File: src/rtl/ws2812b_frame_ctrl.sv
// rtl/ws2812b_frame_ctrl.sv - WS2812B frame scheduler feeding the serializer from a framebuffer
//
// Purpose:
//   On a start request or a periodic refresh tick, reads NUM_LEDS pixels in
//   order from a synchronous framebuffer RAM, reorders each {R,G,B} pixel to
//   {G,R,B}, bit-reverses it into the serializer's LSB-first word and hands
//   it over the bitstream_available/bitstream_read handshake.
//
// Optional feature (macro WS2812B_BRIGHTNESS_EN):
//   Adds input brightness[7:0]; each channel becomes (c*(brightness+1))>>8
//   in an extra SCALE state (3-cycle pixel gap instead of 2).
//
// Ports:
//   clk, resetn          clock, synchronous active-low reset
//   start                one-cycle request to send one frame
//   auto_en              enable periodic refresh every FRAME_CYCLES
//   fb_rd_en, fb_addr    framebuffer read strobe / address
//   fb_rdata             pixel {R,G,B}, valid one cycle after fb_rd_en
//   bitstream_available  word valid to serializer
//   bitstream            serializer word, bit 0 transmitted first
//   bitstream_read       serializer consumed the word
//   busy                 frame in progress
//   frame_done           one-cycle pulse after the last word is consumed
//   brightness           (WS2812B_BRIGHTNESS_EN only) global scale factor

module ws2812b_frame_ctrl #(
  parameter int NUM_LEDS     = 64,
  parameter int ADDR_W       = 6,
  parameter int FRAME_CYCLES = 180000,
  parameter int TIMER_W      = 18
) (
  input  logic              clk,
  input  logic              resetn,
  input  logic              start,
  input  logic              auto_en,
`ifdef WS2812B_BRIGHTNESS_EN
  input  logic [7:0]        brightness,
`endif
  output logic              fb_rd_en,
  output logic [ADDR_W-1:0] fb_addr,
  input  logic [23:0]       fb_rdata,
  output logic              bitstream_available,
  output logic [23:0]       bitstream,
  input  logic              bitstream_read,
  output logic              busy,
  output logic              frame_done
);

  localparam logic [TIMER_W-1:0] TIMER_LAST = TIMER_W'(FRAME_CYCLES - 1);
  localparam logic [ADDR_W-1:0]  INDEX_LAST = ADDR_W'(NUM_LEDS - 1);

  typedef enum logic [2:0] {
    S_IDLE    = 3'd0,
    S_FETCH   = 3'd1,
    S_WAIT    = 3'd2,
    S_PRESENT = 3'd3,
`ifdef WS2812B_BRIGHTNESS_EN
    S_SCALE   = 3'd5,
`endif
    S_DONE    = 3'd4
  } state_t;

  state_t              state_q, state_d;
  logic [ADDR_W-1:0]   index_q, index_d;
  logic                pending_q, pending_d;
  logic [TIMER_W-1:0]  timer_q, timer_d;
  logic [23:0]         word_q, word_d;
`ifdef WS2812B_BRIGHTNESS_EN
  logic [23:0]         pixel_q, pixel_d;
`endif
  logic                tick;
  logic                trigger;

  // {R,G,B} -> serializer word: P = {G,R,B}, word[23-k] = P[k].
  function automatic logic [23:0] format_word(input logic [23:0] rgb);
    logic [23:0] p;
    logic [23:0] w;
    p = {rgb[15:8], rgb[23:16], rgb[7:0]};
    for (int k = 0; k < 24; k++) begin
      w[23-k] = p[k];
    end
    return w;
  endfunction

`ifdef WS2812B_BRIGHTNESS_EN
  // (c * (b+1)) >> 8; product never exceeds 255*256, so bits [15:8] suffice.
  function automatic logic [7:0] scale_chan(input logic [7:0] c, input logic [7:0] b);
    logic [16:0] prod;
    prod = {9'd0, c} * ({9'd0, b} + 17'd1);
    return prod[15:8];
  endfunction
`endif

  always_ff @(posedge clk) begin
    if (!resetn) begin
      state_q   <= S_IDLE;
      index_q   <= '0;
      pending_q <= 1'b0;
      timer_q   <= '0;
      word_q    <= '0;
`ifdef WS2812B_BRIGHTNESS_EN
      pixel_q   <= '0;
`endif
    end else begin
      state_q   <= state_d;
      index_q   <= index_d;
      pending_q <= pending_d;
      timer_q   <= timer_d;
      word_q    <= word_d;
`ifdef WS2812B_BRIGHTNESS_EN
      pixel_q   <= pixel_d;
`endif
    end
  end

  always_comb begin
    state_d   = state_q;
    index_d   = index_q;
    pending_d = pending_q;
    word_d    = word_q;
`ifdef WS2812B_BRIGHTNESS_EN
    pixel_d   = pixel_q;
`endif

    // Refresh timer: free-runs 0..FRAME_CYCLES-1 while enabled, parked at 0 otherwise.
    tick = auto_en && (timer_q == TIMER_LAST);
    if (!auto_en || tick) begin
      timer_d = '0;
    end else begin
      timer_d = timer_q + 1'b1;
    end

    trigger = start | tick;
    // Any trigger outside IDLE (including the DONE cycle) is remembered once.
    if (trigger && (state_q != S_IDLE)) begin
      pending_d = 1'b1;
    end

    case (state_q)
      S_IDLE: begin
        if (trigger || pending_q) begin
          state_d   = S_FETCH;
          index_d   = '0;
          pending_d = 1'b0;
        end
      end
      S_FETCH: begin
        state_d = S_WAIT;
      end
      S_WAIT: begin
`ifdef WS2812B_BRIGHTNESS_EN
        pixel_d = fb_rdata;
        state_d = S_SCALE;
`else
        word_d  = format_word(fb_rdata);
        state_d = S_PRESENT;
`endif
      end
`ifdef WS2812B_BRIGHTNESS_EN
      S_SCALE: begin
        word_d  = format_word({scale_chan(pixel_q[23:16], brightness),
                               scale_chan(pixel_q[15:8],  brightness),
                               scale_chan(pixel_q[7:0],   brightness)});
        state_d = S_PRESENT;
      end
`endif
      S_PRESENT: begin
        if (bitstream_read) begin
          if (index_q == INDEX_LAST) begin
            state_d = S_DONE;
          end else begin
            index_d = index_q + 1'b1;
            state_d = S_FETCH;
          end
        end
      end
      S_DONE: begin
        state_d = S_IDLE;
      end
      default: begin
        state_d = S_IDLE;
      end
    endcase
  end

  // Outputs decode directly from registered state, so they are glitch-free
  // and drop together with the state on reset.
  assign fb_rd_en            = (state_q == S_FETCH);
  assign fb_addr             = index_q;
  assign bitstream_available = (state_q == S_PRESENT);
  assign bitstream           = word_q;
  assign busy                = (state_q != S_IDLE);
  assign frame_done          = (state_q == S_DONE);

endmodule

File: config.mk
export PLATFORM = sky130hd
export DESIGN_NAME = ws2812b_frame_ctrl
export DESIGN_NICKNAME = d
export VERILOG_FILES = /design/src/rtl/ws2812b_frame_ctrl.sv
export SDC_FILE = /design/constraint.sdc
export NUM_CORES = 1
export LEC_CHECK = 0
export ABC_AREA = 1
export BUFFER_PORTS_ARGS = -buffer_cell sky130_fd_sc_hd__buf_2
export CAP_MARGIN = 20
export CORE_ASPECT_RATIO = 1.4
export CORE_MARGIN = 2
export CORE_UTILIZATION = 45
export CTS_BUF_LIST = sky130_fd_sc_hd__clkbuf_16
export DETAILED_ROUTE_END_ITERATION = 6
export HOLD_SLACK_MARGIN = 0.02
export PLACE_DENSITY = 0.73
export SYNTH_ARGS = -nofsm -noshare
export SYNTH_HDL_FRONTEND = slang
export SYNTH_SLANG_ARGS = --single-unit
File: constraint.sdc
create_clock -name clk -period 1.3 [get_ports clk]
set_input_delay 0.13 -clock clk [delete_from_list [all_inputs] [get_ports clk]]
set_output_delay 0.13 -clock clk [all_outputs]
set_load 0.02 [all_outputs]
==> run_results.csv, run 1 <==
group,metric,value,unit
global_route,grt_max_degree,29,
cells_and_area,nets,451,
sta,finalHoldViolations,0,
critical_path,slowest_stage,"dfxtp_2",
logic_synthesis,synth.avg_cell_area,7.38,sq um
sta,slew_viol_final,0,
global_route,grt_use_total,22.0,%
logic_synthesis,yosysSeqAreaShare,44.8,%
critical_path,r2r_end,"fb_addr[0]",
critical_path,path_max_fanout,7,
logic_synthesis,synth_area,0.00233,sq mm
logic_synthesis,synthMuxAreaShare,0,%
cells_and_area,layout.area.seq,0.00106,sq mm
logic_synthesis,dominantRegCellSynth,"dfxtp_1",
detailed_routing,drc,0,
logic_synthesis,synth_top_family_by_area,"simple AND/OR/NAND/NOR gates",
global_route,first_global_vias,2334,
global_route,grt_pass1_wl,9.82,mm
power,peakVddDrop,0.000714,V
logic_synthesis,synthCells,315,
sta,finalSetupViolations,27,
detailed_routing,finalWirelength,6.12,mm
place,dp_hpwl,4.31,mm
sta,fin_crit_sh,111,%
critical_path,cp-end-kind,"flop",
hold_path,min_to,"bitstream[13]",
floorplan,core-area,0.00508,sq mm
critical_path,cp_cell_sequence,"ha_4 > nand2_4 > inv_2 > nand2_2 > nor2_2 > nand3_2 > nand3_4 > nand3_4 > a21oi_2 > nor2_1",
floorplan,rows,31,
cts,cts_made_buffers,5,
logic_synthesis,synth_nets,346,
logic_synthesis,synth_top_area_share,44.8,%
floorplan,start_util,45.8,%
hold_path,hold_path_class,"primary input to flop",
floorplan,die_h,89.1,microns
sta,fmax,695,MHz
sta,setup_slack,-138,ps
critical_path,cp-startpoint,"timer_q[0]",
sta,fin_skew,4.16,ps
place,place_area,0.00301,sq mm
logic_synthesis,synth_edf_count,0,
logic_synthesis,synth_xor_area_share,1.88,%
logic_synthesis,yosys.area_share.simple,35.9,%
logic_synthesis,synthTopCellsByCount,"nor2_1, dfxtp_1, nand2_1, inv_1, o21ai_0",
logic_synthesis,synth_compound_area_share,8.61,%
detailed_routing,vias_per_cell,4.88,
logic_synthesis,ys_ff_latch,52,
logic_synthesis,synthDistinctLibCells,29,
cells_and_area,final_area,0.00337,sq mm
critical_path,worstReg2RegStart,"timer_q[0]",
logic_synthesis,synth_adder_area_share,1.08,%
critical_path,r2r_cells,10,
cts,cts_buffer_depth,2,
run_status,status,"finished with violations",
power,total_power,5250,uW
sta,whs,88.1,ps
critical_path,worstPathArrival,1620,ps
cts,cts_root_buf,"clkbuf_16",
cells_and_area,fillers,447,
sta,worst_pin_slew,291,ps
global_route,antenna_found_initial,0,
power,leakage,0.00158,uW
detailed_routing,drtIter0Drc,150,
critical_path,worstPathRequired,1480,ps
sta,relSlewSlack,80.5,%
sta,fin_crit,1440,ps
detailed_routing,ant_nets,0,
power,power.density,1560,mW/mm^2
floorplan,fp.dieW,64.8,microns
cts,cts_max_level,2,
logic_synthesis,synthArstFlopShare,0,%
logic_synthesis,yosys_warnings,0,
cells_and_area,area_growth,44.8,%
run,max_cap_viol_count,0,
detailed_routing,post_drt_wl_per_cell,12.6,microns
logic_synthesis,yosysTopAreaCell,"dfxtp_1",
cts,holdBufCountCts,0,
critical_path,path_class,"flop to flop",
floorplan,ioPinCount,63,
critical_path,slowest_delay,360,ps
cts,cts_tree,"yes",
global_route,grt_overflow,0,
detailed_routing,drt_pre_antenna_iters,4,
hold_path,min_path_cells,3,
cts,insertion_delay,290,ps
logic_synthesis,synth_area_leaders,"dfxtp_1, nor2_1, nand2_1",
place,port_buffers,62,
cts,clock-sinks,52,
critical_path,crit_path_frequent_cell,"nand3_4",
cells_and_area,layout-drive-gt1-share,43.7,%
logic_synthesis,synth_most_common_cell,"nor2_1",
critical_path,reg2reg_slack,-140,ps
run_status,violations,"negative setup slack",
sta,rsz0062_at_grt,"true",
cells_and_area,diodes,0,
cells_and_area,multiInputGateArea,0.00127,sq mm
hold_path,min-delay-start,"fb_rdata[18]",
place,place.gp.congestion,0.937,
detailed_routing,vias,2375,
cts,path_clk_slew,70,ps
floorplan,die_area,0.00577,sq mm
cells_and_area,final_util,66.3,%
critical_path,critPathLaunchType,"flop",
[per-layer routing]
| layer | track usage [%] | vias up | part of all wire, % |
|---|---|---|---|
| met3 | 4.79 | 12 | 4.5 |
| met4 | 11.8 | 0 | 2.2 |
| li1 | - | 1218 | - |
| met1 | 21.9 | 1090 | 37 |
| met2 | 42.2 | 55 | 56 |
| met5 | 0 | - | 0 |
[flip-flops by register name (all words and copies together) (netlist names)]
signal / cells
bitstream: 24
timer_q: 18
fb_addr: 6
state_q: 3
pending_q: 1
[worst max path at each step]
stage,endpoint,slack (ps),cells past startpoint
after floorplan,fb_addr[2],-50,10
after global placement,timer_q[4],-120,9
after detailed placement,fb_addr[0],-170,11
after CTS,fb_addr[0],-110,10
after global routing,timer_q[8],-230,10
final,fb_addr[0],-140,10
[cell families (layout without fill, tap and decap cells)]
| group | Yosys count | after routing |
|---|---|---|
| flops | 52 | 52 |
| simple gates | 171 | 171 |
| buf+inv | 47 | 153 |
| compound gates | 38 | 38 |
| xor+xnor | 5 | 5 |
| fa+ha+maj | 2 | 2 |
[critical path: cells and delay by family, from the launching register on]
kind,cells,cell delay (ps)
buffers and inverters,1,70
flip-flops,1,360
AND/OR/NAND/NOR,7,630
AO/OA/AOI/OAI,1,120
adder cells (fa/ha/maj),1,150
[what timing repair did]
| action | in CTS | in global routing |
|---|---|---|
| gates cloned | 1 | 0 |
| endpoints found under the setup margin | 26 | 30 |
| gates resized for setup | 21 | 23 |
| buffers inserted | 6 | 2 |
| pin swaps | 12 | 15 |
[layout by cell type, fill, tap and decap left out, types with 9 or more instances in the layout]
cell type and count:
buf_4 40, nand4_1 9, buf_2 61, nand2_1 36, nor2_1 72, o21ai_0 25
inv_2 13, dfxtp_1 44, inv_1 26
[final cells by class]
class | count | area share [%]
Clock buffer | 5 | 3.72
Clock inverter | 3 | 0.669
Inverter | 39 | 4.35
Multi-Input combinational cell | 216 | 37.7
Sequential cell | 52 | 31.4
Tap cell | 66 | 2.45
Timing Repair Buffer | 106 | 19.7
[where the power goes]
| part | switching (uW) | internal, uW |
|---|---|---|
| clock | 588 | 718 |
| combinational | 1160 | 698 |
| sequential | 192 | 1890 |
| total | 1940 | 3310 |
[metrics by stage]
stage	cells	worst slack, ps	setup TNS, ps
2_1_floorplan	315	-54.2	-303
5_1_grt	487	-235	-4870
6_report	487	-138	-2240
3_3_place_gp	470	-125	-1430
3_5_place_dp	470	-172	-2200
4_1_cts	485	-113	-1440
Power figures use the tool's default switching activity.
==> inputs of run 2 (changes only) <==
CORE_UTILIZATION = 47   (was 45)
PLACE_DENSITY = 0.76   (was 0.73)
==> run 2 against run 1 <==
Largest power group unchanged; first-iteration DRC count down 28%; register-to-register slack got worse by 30 ps; clock-buffer cell count unchanged; hold slack got worse by 5.9 ps; design area grew 2.6%; sequential share of layout area fell by 0.43 points; clock power about the same; maximum frequency decreased by 1.8%; die area shrank 4.0%; the flow still finishes with violations (negative setup slack); non-clock buffer count decreased by 1; final cell count shrank 0.62%; highest routed layer unchanged; worst setup slack got worse by 26 ps.
==> run_results.csv, run 2 (same netlist as run 1, synthesis figures left out) <==
group,metric,value,unit
cts,cts_root_buf,"clkbuf_16",
cells_and_area,layout-drive-gt1-share,46.2,%
power,total_power,5320,uW
run_status,violations,"negative setup slack",
global_route,antenna_found_initial,0,
detailed_routing,ant_nets,0,
critical_path,r2r_end,"timer_q[5]",
cts,cts_max_level,2,
run_status,status,"finished with violations",
sta,fin_skew,8.43,ps
detailed_routing,post_drt_wl_per_cell,12.5,microns
cells_and_area,final_common_cell,"nor2_1",
sta,rsz0062_at_grt,"true",
detailed_routing,drt_pre_antenna_iters,4,
hold_path,hold_path_class,"primary input to flop",
place,dp_hpwl,3.99,mm
cells_and_area,largest_reg_flops,24,
critical_path,worstPathRequired,1510,ps
critical_path,path_max_fanout,7,
cts,cts_tree,"yes",
detailed_routing,drtIter0Drc,108,
critical_path,worstPathArrival,1680,ps
global_route,grt_pass1_wl,9.52,mm
cells_and_area,fillers,388,
critical_path,path_class,"flop to flop",
floorplan,fp.dieW,63.5,microns
cells_and_area,nets,450,
cts,cts_made_buffers,5,
hold_path,min_to,"bitstream[15]",
global_route,grt_overflow,0,
sta,setup_slack,-164,ps
sta,finalHoldViolations,0,
floorplan,rows,30,
cts,clock-sinks,52,
critical_path,critPathLaunchType,"flop",
floorplan,die_area,0.00554,sq mm
cells_and_area,layout_common_cells,"nor2_1, buf_2, buf_4",
place,port_buffers,62,
sta,slew_viol_final,0,
cells_and_area,diodes,0,
cts,path_clk_slew,70,ps
power,peakVddDrop,0.000764,V
hold_path,min-delay-start,"fb_rdata[16]",
detailed_routing,finalWirelength,6.07,mm
sta,fin_crit_sh,113,%
cts,insertion_delay,290,ps
sta,worst_pin_slew,281,ps
cts,cts_buffer_depth,2,
critical_path,slowest_stage,"dfxtp_4",
critical_path,slowest_delay,360,ps
sta,fin_crit,1460,ps
place,place.gp.congestion,0.880,
hold_path,min_path_cells,3,
critical_path,reg2reg_slack,-160,ps
critical_path,cp_cell_sequence,"ha_4 > nand2_4 > inv_2 > nand2_2 > inv_1 > nand4_1 > nand3_2 > buf_12 > buf_6 > nor3_4",
global_route,grt_max_degree,33,
detailed_routing,vias,2381,
power,power.density,1540,mW/mm^2
sta,fmax,683,MHz
floorplan,start_util,48.4,%
run,max_cap_viol_count,0,
cells_and_area,multiInputGateArea,0.00133,sq mm
cells_and_area,final_util,71.9,%
cells_and_area,layout.area.seq,0.00107,sq mm
sta,finalSetupViolations,25,
detailed_routing,vias_per_cell,4.92,
cells_and_area,area_growth,48.5,%
critical_path,cp-end-kind,"flop",
floorplan,die_h,87.2,microns
floorplan,ioPinCount,63,
critical_path,r2r_cells,10,
floorplan,core-area,0.00480,sq mm
critical_path,worstReg2RegStart,"timer_q[1]",
detailed_routing,drc,0,
global_route,grt_use_total,21.9,%
power,leakage,0.00163,uW
global_route,first_global_vias,2193,
sta,relSlewSlack,81.2,%
## run 2: cell count changes in the layout (fill, tap and decap cells not counted), sizes merged
cell,delta
buf,-1
clkinvlp,-1
inv,+1
## run 2: final cells by class
cell class              count  share of cell area [%]
clock buffers               5                    3.62
clock inverters             3                   0.761
inverters                  39                    4.31
multi-input cells         216                    38.4
flip-flops and latches     52                    31.0
well taps                  64                    2.32
repair buffers            105                    19.6
## run 2: per-stage QoR
stage | instance area [sq um] | setup TNS, ps | hold slack (ps) | cells | setup slack (ps)
global placement | 3020 | -1100 | 378 | 467 | -117
floorplan | 2390 | -303 | 266 | 315 | -54.2
CTS | 3270 | -1360 | 78.2 | 479 | -131
finish | 3450 | -2120 | 82.1 | 484 | -164
detailed placement | 3020 | -2270 | 385 | 467 | -209
global route | 3450 | -4330 | 88.9 | 484 | -249
## run 2: critical path, delay by kind of cell, from the launching register on
family                     cells  cell delay, ps
adders and majority gates      1             170
and+or+nand+nor                5             450
DFF                            1             360
buffers and inverters          4             410
## run 2: report_power, final
group | switching, uW | internal [uW]
logic | 1180 | 738
registers | 187 | 1890
clock network | 606 | 732
## run 2: worst max-delay path by stage
stage / slack, ps / start / cells after the start / to
after global placement: -120 / timer_q[1] / 11 / fb_addr[0]
final: -160 / timer_q[1] / 10 / timer_q[5]
after global routing: -250 / timer_q[1] / 10 / timer_q[5]
after CTS: -130 / timer_q[1] / 10 / fb_addr[0]
after detailed placement: -210 / timer_q[0] / 10 / timer_q[5]
after floorplan: -50 / fb_addr[0] / 10 / fb_addr[2]
## run 2: repair_timing
action	4_1_cts	5_1_grt
cloned	0	0
hold buffers	0	0
resized for setup	18	44
endpoints found under the setup margin	25	49
pin swaps	12	8
setup buffers	4	5
## run 2: layer usage
metal | global-route usage, % | routed length [microns] | vias up
met3 | 4.53 | 280 | 11
met5 | 0 | 0 | -
met1 | 24.6 | 2340 | 1103
li1 | - | - | 1211
met2 | 40.1 | 3330 | 56
met4 | 8.89 | 114 | 0
==> inputs of run 3 (changes only) <==
CORE_UTILIZATION = 45   (was 47)
MAX_ROUTING_LAYER = met4   (was not set)
PLACE_DENSITY = 0.73   (was 0.76)
==> run 3 against run 2 <==
The run still ends with negative setup slack left; wire length increased by 1.0%; clock skew decreased by 4.1 ps; global-route usage is 0.75 points higher; combinational power fell by 3%; maximum frequency is 1.7% higher; via count is 0.17% higher; die area is 4.2% higher; core utilization is 5.6 points lower; final cell count is 0.62% higher; power fell by 1.4%; first-iteration DRC count grew 40%; sequential share of layout area rose by 0.43 points.
==> run_results.csv, run 3 (same netlist as run 1, synthesis figures left out) <==
group,metric,value,unit
critical_path,critPathLaunchType,"flop",
power,pwr-share-clk,25.0,%
critical_path,worstPathArrival,1620,ps
detailed_routing,ant_nets,0,
place,dp_slack,-172,ps
hold_path,min-delay-start,"fb_rdata[18]",
cts,holdBufCountCts,0,
critical_path,cp-end-kind,"flop",
cts,cts_max_level,2,
global_route,grt_pass1_wl,9.83,mm
sta,relSlewSlack,80.5,%
sta,fmax,694,MHz
power,leakage,0.00158,uW
critical_path,worstPathRequired,1480,ps
cts,clock-sinks,52,
cells_and_area,nets,451,
floorplan,die_area,0.00577,sq mm
detailed_routing,vias_per_cell,4.90,
critical_path,path_class,"flop to flop",
cells_and_area,diodes,0,
sta,fin_crit,1440,ps
cts,cts_root_buf,"clkbuf_16",
detailed_routing,drtIter0Drc,151,
hold_path,min_to,"bitstream[13]",
cts,cts_tree,"yes",
cts,cts_buffer_depth,2,
global_route,grt_use_total,22.7,%
run,max_cap_viol_count,0,
place,dp_hpwl,4.31,mm
global_route,grt_max_degree,29,
cells_and_area,largest_reg_flops,24,
sta,fin_skew,4.36,ps
critical_path,reg2reg_slack,-140,ps
power,p_int,3310,uW
cts,insertion_delay,290,ps
cts,cts_made_buffers,5,
floorplan,rows,31,
detailed_routing,post_drt_wl_per_cell,12.6,microns
critical_path,r2r_end,"fb_addr[0]",
cells_and_area,layout_common_cells,"nor2_1, buf_2, dfxtp_1",
critical_path,slowest_stage,"dfxtp_2",
sta,finalSetupTns,-2300,ps
sta,setup_slack,-140,ps
detailed_routing,drt_pre_antenna_iters,4,
floorplan,start_util,45.8,%
place,port_buffers,62,
critical_path,slowest_delay,360,ps
critical_path,cp_cell_sequence,"ha_4 > nand2_4 > inv_2 > nand2_2 > nor2_2 > nand3_2 > nand3_4 > nand3_4 > a21oi_2 > nor2_1",
sta,fin_crit_sh,111,%
detailed_routing,finalWirelength,6.13,mm
sta,rsz0062_at_grt,"true",
cts,path_clk_slew,70,ps
floorplan,fp.dieW,64.8,microns
power,switching_share,37.0,%
power,seqPwrFrac,39.7,%
hold_path,hold_path_class,"primary input to flop",
run_status,violations,"negative setup slack",
floorplan,core-area,0.00508,sq mm
sta,whs,87.8,ps
detailed_routing,vias,2385,
critical_path,path_max_fanout,7,
place,place.gp.congestion,0.954,
sta,slew_viol_final,0,
cells_and_area,layout-drive-gt1-share,43.7,%
sta,finalHoldViolations,0,
floorplan,ioPinCount,63,
global_route,grt_overflow,0,
floorplan,die_h,89.1,microns
power,power.density,1560,mW/mm^2
critical_path,r2r_cells,10,
critical_path,worstReg2RegStart,"timer_q[0]",
global_route,antenna_found_initial,0,
run_status,status,"finished with violations",
power,combinationalPowerShare,35.3,%
hold_path,min_path_cells,3,
cells_and_area,area_growth,44.8,%
critical_path,crit_path_frequent_cell,"nand3_4",
detailed_routing,drc,0,
cells_and_area,final_common_cell,"nor2_1",
power,peakVddDrop,0.000715,V
sta,finalSetupViolations,27,
sta,worst_pin_slew,291,ps
critical_path,cp-startpoint,"timer_q[0]",
global_route,first_global_vias,2339,
power,p_switching,1940,uW
[run 3: cell count changes in the layout (fill, tap and decap cells not counted), moves of 2 or more]
cell / delta
nand3_4: -2
nor2_1: +5
nor2_2: -4
nor3_2: +3
dfxtp_1: +8
buf_12: -2
dfxtp_2: -7
nor3_4: -3
buf_4: +2
inv_1: -2
inv_2: +3
[run 3: area by class of cell]
class,count,area [sq um]
Fill cell,447,1710
Multi-Input combinational cell,216,1270
Sequential cell,52,1060
Timing Repair Buffer,106,662
Inverter,39,146
Clock buffer,5,125
Tap cell,66,82.6
Clock inverter,3,22.5
[run 3: worst max-delay path: cells and delay by family, from the launching register on]
| family | cells | cell delay (ps) |
|---|---|---|
| compound gates | 1 | 120 |
| fa+ha+maj | 1 | 150 |
| buf+inv | 1 | 70 |
| flops | 1 | 360 |
| simple gates | 7 | 630 |
[run 3: timing repair]
item | in CTS | in global routing
cloned | 1 | 0
gates resized for setup | 21 | 23
pin swaps | 12 | 15
setup buffers | 6 | 2
setup endpoints to repair | 26 | 30
[run 3: worst max path at each step]
stage | endpoint | slack, ps | cells after the start
6_report | fb_addr[0] | -140 | 10
5_1_grt | timer_q[8] | -230 | 10
4_1_cts | fb_addr[0] | -110 | 10
3_5_place_dp | fb_addr[0] | -170 | 11
3_3_place_gp | timer_q[4] | -120 | 9
2_1_floorplan | fb_addr[2] | -50 | 10
[run 3: power groups by stage]
stage	logic [uW]	registers, uW	clock network, uW
3_5_place_dp	1760	2100	0
5_1_grt	2080	2120	1420
6_report	1850	2090	1310
4_1_cts	1790	2070	1340
2_1_floorplan	872	2400	0
3_3_place_gp	1730	2090	0
[run 3: per-layer routing]
layer | GRT usage (%) | share of wire (%)
met5 | - | 0
met4 | 11.8 | 2.1
met3 | 4.66 | 4.4
met2 | 42.3 | 56
met1 | 21.9 | 37
[run 3: metrics by stage]
stage,std cells,util (%),power (uW),cell area [sq um]
after global routing,487,66.3,5620,3370
after floorplan,315,-,3270,2390
after global placement,470,59.2,3820,3010
after CTS,485,64.5,5210,3280
final,487,66.3,5250,3370
after detailed placement,470,59.2,3860,3010
